==> src/rtl/div_request_sequencer.sv <==
// div_request_sequencer: front end for the 8-bit non-restoring divider.
// Operand pairs are buffered, and divisors the divider cannot handle
// (zero, or bit 7 set) are answered directly. Every accepted operation
// re-arms the divider with a one-cycle div_rst_n pulse, then drives
// div_req under a watchdog. Results leave on a valid/ready stream.
//
// Handshakes: a transfer happens on a clk edge where valid and ready are
// both high. Once out_valid is high, it stays high with stable data until
// out_ready is seen. in_ready does not depend on in_valid.
//
// Build option: define DIV_SEQ_FIFO_EN for a FIFO_DEPTH-entry circular
// input FIFO. Otherwise, a single holding register is used.
module div_request_sequencer #(
  parameter int TIMEOUT_CYCLES = 64,
  parameter int FIFO_DEPTH     = 4
) (
  input  logic        clk,
  input  logic        reset_n,
  input  logic        in_valid,
  output logic        in_ready,
  input  logic [7:0]  in_dividend,
  input  logic [7:0]  in_divisor,
  output logic        div_rst_n,
  output logic        div_req,
  output logic [15:0] div_values,
  input  logic        div_ack,
  input  logic [15:0] div_result,
  output logic        out_valid,
  input  logic        out_ready,
  output logic [7:0]  out_quotient,
  output logic [7:0]  out_remainder,
  output logic [1:0]  out_err,
  output logic        busy,
  output logic [1:0]  dbg_state
);

  localparam int WDW = (TIMEOUT_CYCLES > 1) ? $clog2(TIMEOUT_CYCLES) : 1;
  localparam logic [WDW-1:0] WD_LAST = WDW'(TIMEOUT_CYCLES - 1);

  typedef enum logic [1:0] {
    S_IDLE = 2'd0,
    S_ARM  = 2'd1,
    S_REQ  = 2'd2,
    S_OUT  = 2'd3
  } state_e;

  state_e         state_q, state_d;
  logic           started_q;
  logic [15:0]    values_q, values_d;
  logic [7:0]     quo_q, quo_d;
  logic [7:0]     rem_q, rem_d;
  logic [1:0]     err_q, err_d;
  logic [WDW-1:0] wdog_q, wdog_d;

  logic           push, pop;
  logic           buf_empty, buf_can_push;
  logic [15:0]    head;

  assign in_ready = started_q & buf_can_push;
  assign push     = in_valid & in_ready;
  assign pop      = (state_q == S_IDLE) & ~buf_empty;

  // Holds in_ready and div_rst_n inactive until the first edge after reset release.
  always_ff @(posedge clk or negedge reset_n) begin
    if (!reset_n) started_q <= 1'b0;
    else          started_q <= 1'b1;
  end

`ifdef DIV_SEQ_FIFO_EN
  localparam int AW = $clog2(FIFO_DEPTH);

  logic [15:0] mem_q [FIFO_DEPTH];
  logic [AW:0] wr_ptr_q, rd_ptr_q;

  // The extra pointer MSB separates full from empty after wrap.
  assign buf_empty    = (wr_ptr_q == rd_ptr_q);
  assign buf_can_push = ~((wr_ptr_q[AW] != rd_ptr_q[AW]) &&
                          (wr_ptr_q[AW-1:0] == rd_ptr_q[AW-1:0]));
  assign head         = mem_q[rd_ptr_q[AW-1:0]];

  // FIFO pointers; push and pop may happen on the same edge.
  always_ff @(posedge clk or negedge reset_n) begin
    if (!reset_n) begin
      wr_ptr_q <= '0;
      rd_ptr_q <= '0;
    end else begin
      if (push) wr_ptr_q <= wr_ptr_q + 1'b1;
      if (pop)  rd_ptr_q <= rd_ptr_q + 1'b1;
    end
  end

  // FIFO storage; the contents are meaningful only between the pointers.
  always_ff @(posedge clk) begin
    if (push) mem_q[wr_ptr_q[AW-1:0]] <= {in_dividend, in_divisor};
  end
`else
  logic        hold_valid_q;
  logic [15:0] hold_data_q;

  // A full holding register blocks pushes, so a push never coincides with a pop.
  assign buf_empty    = ~hold_valid_q;
  assign buf_can_push = ~hold_valid_q;
  assign head         = hold_data_q;

  // Single-entry holding register.
  always_ff @(posedge clk or negedge reset_n) begin
    if (!reset_n) begin
      hold_valid_q <= 1'b0;
      hold_data_q  <= '0;
    end else if (pop) begin
      hold_valid_q <= 1'b0;
    end else if (push) begin
      hold_valid_q <= 1'b1;
      hold_data_q  <= {in_dividend, in_divisor};
    end
  end
`endif

  // FSM and datapath registers.
  always_ff @(posedge clk or negedge reset_n) begin
    if (!reset_n) begin
      state_q  <= S_IDLE;
      values_q <= '0;
      quo_q    <= '0;
      rem_q    <= '0;
      err_q    <= '0;
      wdog_q   <= '0;
    end else begin
      state_q  <= state_d;
      values_q <= values_d;
      quo_q    <= quo_d;
      rem_q    <= rem_d;
      err_q    <= err_d;
      wdog_q   <= wdog_d;
    end
  end

  // Next-state logic: screen divisors, re-arm, request with watchdog, then present the result.
  always_comb begin
    state_d  = state_q;
    values_d = values_q;
    quo_d    = quo_q;
    rem_d    = rem_q;
    err_d    = err_q;
    wdog_d   = wdog_q;
    unique case (state_q)
      S_IDLE: begin
        if (pop) begin
          if (head[7:0] == 8'd0) begin
            quo_d   = 8'hFF;
            rem_d   = head[15:8];
            err_d   = 2'b01;
            state_d = S_OUT;
          end else if (head[7]) begin
            quo_d   = 8'h00;
            rem_d   = head[15:8];
            err_d   = 2'b10;
            state_d = S_OUT;
          end else begin
            values_d = head;
            state_d  = S_ARM;
          end
        end
      end
      S_ARM: begin
        wdog_d  = '0;
        state_d = S_REQ;
      end
      S_REQ: begin
        if (div_ack) begin
          quo_d   = div_result[7:0];
          rem_d   = div_result[15:8];
          err_d   = 2'b00;
          state_d = S_OUT;
        end else if (wdog_q == WD_LAST) begin
          quo_d   = 8'h00;
          rem_d   = 8'h00;
          err_d   = 2'b11;
          state_d = S_OUT;
        end else begin
          wdog_d = wdog_q + 1'b1;
        end
      end
      S_OUT: begin
        if (out_ready) state_d = S_IDLE;
      end
      default: state_d = S_IDLE;
    endcase
  end

  assign div_rst_n     = started_q & (state_q != S_ARM);
  assign div_req       = (state_q == S_REQ);
  assign div_values    = values_q;
  assign out_valid     = (state_q == S_OUT);
  assign out_quotient  = quo_q;
  assign out_remainder = rem_q;
  assign out_err       = err_q;
  assign busy          = (state_q != S_IDLE) | ~buf_empty;
  assign dbg_state     = state_q;

endmodule

==> config.mk <==
export PLATFORM = sky130hd
export DESIGN_NAME = div_request_sequencer
export DESIGN_NICKNAME = d
export VERILOG_FILES = /design/src/rtl/div_request_sequencer.sv
export SDC_FILE = /design/constraint.sdc
export NUM_CORES = 1
export LEC_CHECK = 0
export CORE_MARGIN = 2
export CORE_UTILIZATION = 47
export DETAILED_ROUTE_END_ITERATION = 10
export HOLD_SLACK_MARGIN = 0.02
export PLACE_DENSITY = 0.77
export SYNTH_ARGS = -nofsm -noshare
export SYNTH_HDL_FRONTEND = slang
export SYNTH_SLANG_ARGS = --single-unit
==> constraint.sdc <==
create_clock -name clk -period 2.7 [get_ports clk]
set_input_delay 0.54 -clock clk [delete_from_list [all_inputs] [get_ports clk]]
set_output_delay 0.54 -clock clk [all_outputs]
set_load 0.005 [all_outputs]
Yosys cells after proc, flatten, opt, wreduce, memory -nomap -nowiden
Cells that the tools add are included.
Word-level totals
  register bits after elaboration: 59
  latch bits: 0
  memory bits (writable): 0
  memory bits (read-only): 0
  input port bits: 37
  output and inout port bits: 41
  logic and storage cells: 69
  memories kept: 0
Cells by class
  add/subtract/negate cells: 1
  $mul: 0
  div/mod/pow operators: 0
  $lt $le $gt $ge: 0
  eq/ne operators: 11
  shifts and indexed selects: 0
  multiplexer cells: 28
  bitwise operators: 9
  reduce and logical (&&, ||, !) cells: 11
Operators with widths (number)
  $mux 8: 9
  $pmux 8 s2: 2
  $mux 2: 10
  $mux 6: 2
  $pmux 6 s2: 1
  $logic_not 8->1: 1
  $pmux 2 s4: 1
  $reduce_and 4->1: 2
  $reduce_bool 2->1: 4
  $add 6x1->6 const B: 1
  $eq 6x6->1 const B: 1
  $ne 2x2->1 const B: 3
  $reduce_and 3->1: 2
  $and 1x1->1: 4
  $eq 2x2->1 const B: 2
  $ne 2x1->1 const B: 2
  $not 1->1: 4
  $pmux 2 s2: 1
  $ne 3x1->1 const B: 1
  $ne 3x2->1 const B: 1
  $eq 2x1->1 const B: 1
  $logic_not 2->1: 1
  $mux 1: 2
  $reduce_and 2->1: 1
  $or 1x1->1: 1

Longest topological paths before layout
  depth after elaboration: 5
  gate-level depth with buffers: 9
  depth with buffers taken out: 6

Worst setup path before layout
Ideal clock, no wire load.
  kind: flip-flop to flip-flop
  start point: register state_q[0], in the netlist dbg_state[0]
  end point: register err_q[1], in the netlist out_err[1]
  library setup time: 125 ps
  data arrival time: 1847 ps
  data required time: 2575 ps
  setup slack: 728 ps
  cell stages (with the launch flop): 9
  path buffers: 3
  period minus slack after synthesis: 1972 ps
  cells stage by stage: dfrtp_1 -> inv_1 -> ha_1 -> buf_2 -> and2_1 -> clkbuf_1 -> clkbuf_1 -> nor2_1 -> mux2_2
Between the ends
  elaborated cells on any way between the ends: 9
  those cells by class: eq/ne: 4; mux: 1; bitwise: 1; reduce/logical: 3
RTL lines
  start, declared: line 47  | state_e state_q, state_d;
  start signal, assigned: line 129  | state_q <= state_d;
  $eq 2x2->1 (*)
  net div_req: line 24  | output logic div_req,
  $ne 3x1->1 (no line) or $reduce_bool 2->1 (tied branches)
  $reduce_and 4->1 (no line)
  end signal, assigned: line 133  | err_q <= err_d;
  end, declared: line 52  | logic [1:0] err_q, err_d;
The timed path passes the listed nets; every way through them passes the cells marked *.
A chain may end at the register's enable or synchronous reset.

Worst setup path after layout
  start point: register state_q[0], in the netlist dbg_state[0]
  end point: output div_req
Between the ends
  cells in the longest elaborated chain, start to end: 1
RTL lines
  $eq 2x2->1: line 192  | assign div_req = (state_q == S_REQ);
  end, declared: line 24
No other way between the ends.

==> results by group <==
Clock tree
  • Post-CTS Hold Buffers: 0
  • Clk Latency, worst-skew pair: 0.33 ns
  • CTS Buf Count: 9
  • Max H-tree Level: 3
  • Root Buffer: clkbuf_8
  • Post-CTS Resized: 0
  • CTS Buffer Depth: 2
  • Clk pin slew, worst setup/hold paths: 0.06 ns
  • Sink Count: 59
  • CTS tree: yes
  • Post-CTS Repair Setup Buffers: 0

Logic synthesis
  • Seq/Total Area, Yosys: 0.539
  • Combinational family with the most area after synthesis: multiplexers
  • Syn Inst Count: 232
  • #FFs+latches synth: 59
  • Simple-gate area share of the yosys netlist: 0.0831
  • Distinct cells, synth: 38
  • Synth warn: 0
  • Syn Nets: 275
  • Mapped Area: 2740 um^2
  • Mux share of post-synthesis cell area: 0.208
  • Adder-Cell Fraction of Synth Area: 0.0274
  • Post-synthesis compound-gate area fraction: 0.0790
  • Post-synthesis area per instance: 11.8 um^2
  • Synth Area in XOR/XNOR: 0

Timing
  • Setup-violating endpoint count in the final report: 0
  • Setup_tns: 0 ns
  • Slew Viols, Final: 0
  • Slew headroom: 0.646
  • Fin Clk Skew: 0.00416 ns
  • Final min period: 2.45 ns
  • Setup WS post-layout: 0.250 ns
  • RSZ-0062 raised after global routing: false
  • Final hold violation count: 0
  • Worst-margin pin slew: 0.531 ns
  • Fmax: 408 MHz
  • Period utilisation layout: 0.908

Global routing
  • Initial antenna violation count: 0
  • Global-route wire length before repair: 9520 um
  • Largest net degree at the start of global routing: 25
  • GRT Total Usage: 0.197
  • Vias in the first global route: 1984
  • Grt ovf: 0

Placement
  • Post-Place Setup Slack: 0.391 ns
  • # port buffers: 76
  • Placed Cells: 377
  • HPWL Detailed: 4100 um
  • Gpl congestion: 0.772

Detailed routing
  • Via count: 1973
  • Final ANT Viol Nets: 0
  • Initial drt markers: 52
  • Top sig layer: met4
  • TritonRoute pass-1 iters: 4
  • Vias per cell: 5.09
  • Metal2 WL: 2520 um
  • Per-cell routed wire length: 14.7 um
  • WL met3: 400 um
  • Met1 wire length: 2680 um
  • Drt drc: 0
  • DRT Wirelength: 5720 um

Floorplanning
  • Die area: 6460 um^2
  • Initial Utilization: 0.492
  • Die height: 80.4 um
  • I/O pins: 78
  • # rows: 27
  • Core area: 5570 um^2
  • Die Span X: 80.4 um

Finish
  • Final cell count without fillers: 388
  • Final core area utilization: 0.667
  • Share of cells above drive strength 1: 0.209
  • Most frequent cells in the layout: 75 x clkdlybuf4s50_1, 59 x dfrtp_1, 40 x mux2_2, 24 x inv_1, 19 x nand2_1
  • Commonest non-fill, non-tap cell in the layout: clkdlybuf4s50_1
  • # diodes: 0
  • Layout Nets: 359
  • Area grow syn2layout: 35.8%

Flow run
  • Max-capacitance violation count: 0

Min path
  • Min-delay worst type: in -> async

Worst setup path
  • Worst-path maximum fanout: 13
  • R2R Path Start: dbg_state[1]
  • Reg-to-reg slack, setup: 0.48 ns
  • Setup CP Type: reg -> out
  • Critical Path Start Type: register
  • WP data arrival: 1.91 ns
  • Reg2reg end: out_quotient[4]
  • CP Capture Type: output pin
  • Worst reg-to-reg path cell count: 7
  • WP data required: 2.16 ns

Power and ir drop
  • Final Total Pwr: 4000 uW
  • Pwr Density: 1080 nW/um^2
  • LEAKAGE: 0.00164 uW
  • Max rail drop VDD: 0.652 mV

Run status
  • Status: completed
## power by group
part | switching (uW) | leakage [uW] | internal, uW | total [uW]
combinational | 719 | 0.000830 | 1120 | 1840
clock | 301 | 0.0000758 | 330 | 631
sequential | 263 | 0.000733 | 1270 | 1530
total | 1280 | 0.00164 | 2720 | 4000
## sequential cells by signal, indices dropped and copies added (netlist names)
signal,flops
dbg_state,2
div_values,15
head,16
hold_valid_q,1
out_err,2
out_quotient,8
out_remainder,8
started_q,1
wdog_q,6
## worst max-delay path, cell delays in order, from the launching register on
cell	delay, ns
dfrtp_1	0.41
inv_1	0.13
ha_1	0.44
clkdlybuf4s50_1	0.60
## per-layer routing
layer	vias up	GRT usage
li1	954	-
met1	931	0.275
met2	77	0.284
met3	11	0.0494
met4	0	0.102
met5	-	0
## synthesized netlist by cell type (all sizes together)
master / instances / area (um^2)
nor2: 6 / 22.5
a211o: 1 / 8.76
a21o: 1 / 7.51
ha: 6 / 75.1
nor2b: 3 / 18.8
nand2b: 1 / 6.26
nor3: 1 / 5.00
dfrtp: 59 / 1480
a31oi: 1 / 21.3
a21boi: 1 / 7.51
nand2: 19 / 71.3
clkbuf: 6 / 22.5
mux2: 42 / 480
o221ai: 3 / 26.3
nor4: 1 / 12.5
a221o: 1 / 10.0
buf: 6 / 53.8
nand3: 4 / 20.0
nor4b: 1 / 8.76
or3: 1 / 6.26
a221oi: 1 / 8.76
nand4: 3 / 18.8
a21oi: 11 / 55.1
conb: 2 / 7.51
and2: 1 / 6.26
and3: 3 / 23.8
o21ai: 11 / 55.1
mux2i: 9 / 90.1
inv: 24 / 90.1
nand3b: 1 / 7.51
o211ai: 1 / 7.51
o311ai: 1 / 8.76
## stage by stage
stage          hold slack [ns]  area [um^2]
6_report                 0.188         3720
5_1_grt                  0.221         3720
4_1_cts                  0.199         3720
3_5_place_dp             0.495         3580
3_3_place_gp             0.490         3580
2_1_floorplan            0.244         2740
## how the worst max path moves through the flow
stage	slack [ns]	endpoint	start	cells past startpoint
2_1_floorplan	0.73	out_err[1]	dbg_state[0]	8
3_3_place_gp	0.42	out_quotient[6]	div_ack	5
3_5_place_dp	0.39	out_quotient[4]	div_ack	5
4_1_cts	0.22	div_req	dbg_state[0]	3
5_1_grt	0.15	div_req	dbg_state[0]	3
6_report	0.25	div_req	dbg_state[0]	3
## area by class of cell
class                   instances  area [um^2]
clock buffers                  10          138
multi-input cells             137         1100
clock inverters                 1         5.00
fillers                       437         1850
flip-flops and latches         59         1480
inverters                      24         90.1
well taps                      72         90.1
repair buffers                 85          823
## cell families (layout without fill, tap and decap cells)
logic type | count (synthesis) | in the layout
compound gates | 33 | 33
buf+inv | 36 | 120
fa+ha+maj | 6 | 6
flops | 59 | 59
mux | 51 | 51
simple gates | 45 | 45
other cells | 2 | 2
(Power assumes the default switching activity.)
==> RTL edit: new RTL, same settings <==
The option `DIV_SEQ_FIFO_EN` is turned on by a define.
--- a/src/rtl/div_request_sequencer.sv
+++ b/src/rtl/div_request_sequencer.sv
@@ -10,6 +10,8 @@
 //
 // Build option: define DIV_SEQ_FIFO_EN for a FIFO_DEPTH-entry circular
 // input FIFO. Otherwise, a single holding register is used.
+`define DIV_SEQ_FIFO_EN
+
 module div_request_sequencer #(
   parameter int TIMEOUT_CYCLES = 64,
   parameter int FIFO_DEPTH     = 4
Formal check against the unedited RTL: not equivalent (Yosys sat finds a counterexample within 4 cycles, from zero or initial values and one cycle with reset_n low).
==> RTL edit against the original RTL <==
Register-to-register slack worse by 0.43 ns. Count of clock-buffer cells in the layout down 1. Sequential power up 69%. Area after synthesis up 73%. Die area up 69%. Routed wire length up 62%. Highest routed layer unchanged. Clock power up 52%. Total power up 62%. Worst setup slack worse by 0.20 ns. Sequential cell count up 53. Design area up 62%.
==> RTL edit: results (changes against the original RTL) <==
Worst setup path
  – Crit path capture: out_remainder[2]
  – Reg-to-reg startpoint: rd_ptr_q[0]
  – Crit Path Category: reg2reg
  – R2R cell count: 7 (unchanged)
  – Reg2reg setup slack: 0.05 ns (-0.43 ns)
  – Crit path max-delay family: multiplexers
  – CP peak stage delay: 0.55 ns (-0.05 ns)
  – Worst EP arrival: 2.90 ns (+0.99 ns)
  – CP max FO: 11 (-2)
  – Slowest stage cell, crit path: mux4_2

Clocking
  – Longest Clk Path Bufs: 2 (unchanged)
  – Root buffer cell: clkbuf_8
  – TritonCTS buffer count: 9 (unchanged)
  – Worst skew pair latency: 0.37 ns (+0.04 ns)
  – H-tree depth: 3 (unchanged)
  – Clk pin slew, worst setup/hold paths: 0.12 ns (+0.06 ns)

Synth
  – Count of cell types in the netlist: 40 (+5.3%)
  – Async set-or-reset flop fraction in the synthesized netlist: 42.9% (-57 points)
  – Share of the yosys chip area belonging to registers: 65.8% (+12 points)
  – Post-synth EDFFs: 64 (+64)
  – Avg Cell Area, Syn: 16.8 um^2 (+42%)
  – List of most frequent post-synthesis cells: edfxtp_1, dfrtp_1, mux2_2, inv_1, a22o_1
  – Synth top area cells: edfxtp_1, dfrtp_1, mux2_2
  – Synth warn: 0 (unchanged)
  – Post-Syn Nets: 331 (+20%)

Detailed routing
  – DRT Wirelength: 9.25 mm (+62%)
  – Vias per cell: 5.26 (+3.5%)
  – Post-route ant nets: 0 (unchanged)
  – Post-detailed-route wirelength per cell: 17.8 um (+20%)
  – DR iter-0 viols: 87 (+67%)
  – First-pass detailed-route iteration total: 4 (unchanged)

Placed design
  – Placed insts: 499 (+32%)
  – Place WS: -0.0106 ns (-0.402 ns)
  – Hpwl dp: 6.58 mm (+61%)
  – DP Area: 5750 um^2 (+61%)
  – Routability cong.: 0.740 (-4.1%)

Cells and area
  – Inserted Diodes: 0 (unchanged)
  – Number of flip-flops in the largest register: 64 (+48)
  – Share of post-route cells with drive strength above 1: 23.7% (+2.8 points)
  – Final net count: 431 (+20%)

Global routing
  – First-pass GRT wire length: 14.7 mm (+55%)
  – GR Util met2: 29.3% (+0.90 points)
  – GRT Resource Usage Total: 17.4% (-2.4 points)
  – GR Util met1: 22.7% (-4.8 points)
  – Pin count of the biggest net entering global routing: 49 (+96%)
  – Grt met3 use: 3.76% (-1.2 points)
  – Initial antenna violation count: 0 (unchanged)
  – Number of global-route vias before repair: 2798 (+41%)

Worst hold path
  – Hold Crit Class: in2async

Timing
  – Worst Tran Pin Value: 0.743 ns (+0.212 ns)
  – Slew Limit Fails: 0 (unchanged)
  – Final Skew: 0.0209 ns (+0.0167 ns)
  – Achievable Freq: 378 MHz (-7.4%)

Power
  – P_leak: 2.34 nW (+42%)
  – Worst VDD drop: 0.000427 V (-35%)
  – Int Power: 4.36 mW (+60%)

Outcome
  – Status: finished, final reports clean
[RTL edit: final cells by class]
cell class	instances	area, um^2
Inverter	19	71.3
Timing Repair Buffer	101	968
Fill cell	750	3740
Clock buffer	9	124
Sequential cell	112	3120
Clock inverter	7	72.6
Multi-Input combinational cell	140	1500
Tap cell	133	166
[RTL edit: power by group through the flow]
stage / Sequential (mW) / Clock (mW) / Combinational, mW
finish: 2.58 / 0.961 / 2.97
global route: 2.63 / 1.06 / 3.21
detailed placement: 2.61 / 0 / 2.83
CTS: 2.58 / 0.987 / 2.93
floorplan: 2.52 / 0 / 1.69
global placement: 2.59 / 0 / 2.74
[RTL edit: worst min-delay path by stage]
stage	end	slack, ns	cells after the start
after floorplan	dbg_state[0]	0.24	0
after global placement	wr_ptr_q[2]	0.48	1
after detailed placement	wr_ptr_q[2]	0.48	1
after CTS	out_quotient[5]	0.28	2
after global routing	out_remainder[0]	0.31	2
final	div_values[15]	0.26	2
[RTL edit: metal layers]
metal	vias up	routed length [um]
met4	0	119
li1	1264	-
met5	-	0
met2	68	4720
met3	11	371
met1	1400	4040
[RTL edit: timing repair]
| item | 4_1_cts | 5_1_grt |
|---|---|---|
| setup endpoints to repair | 13 | 20 |
| pin swaps | 0 | 3 |
| gates resized for setup | 5 | 6 |
| buffers inserted | 1 | 5 |
[RTL edit: stage by stage]
step / TNS, ns / power, mW
final: 0 / 6.51
after global routing: -0.262 / 6.89
after CTS: 0 / 6.50
after detailed placement: -0.0316 / 5.44
after global placement: 0 / 5.33
after floorplan: 0 / 4.21
[RTL edit: kinds of logic after synthesis]
logic type / synth area share (%)
xor gates and xnor gates: 1.29
AOI/OAI and AO/OA: 5.98
other: 0.158
buffers and inverters: 3.06
and+or+nand+nor: 3.66
adders and majority gates: 2.90
muxes: 17.2
DFF: 65.8
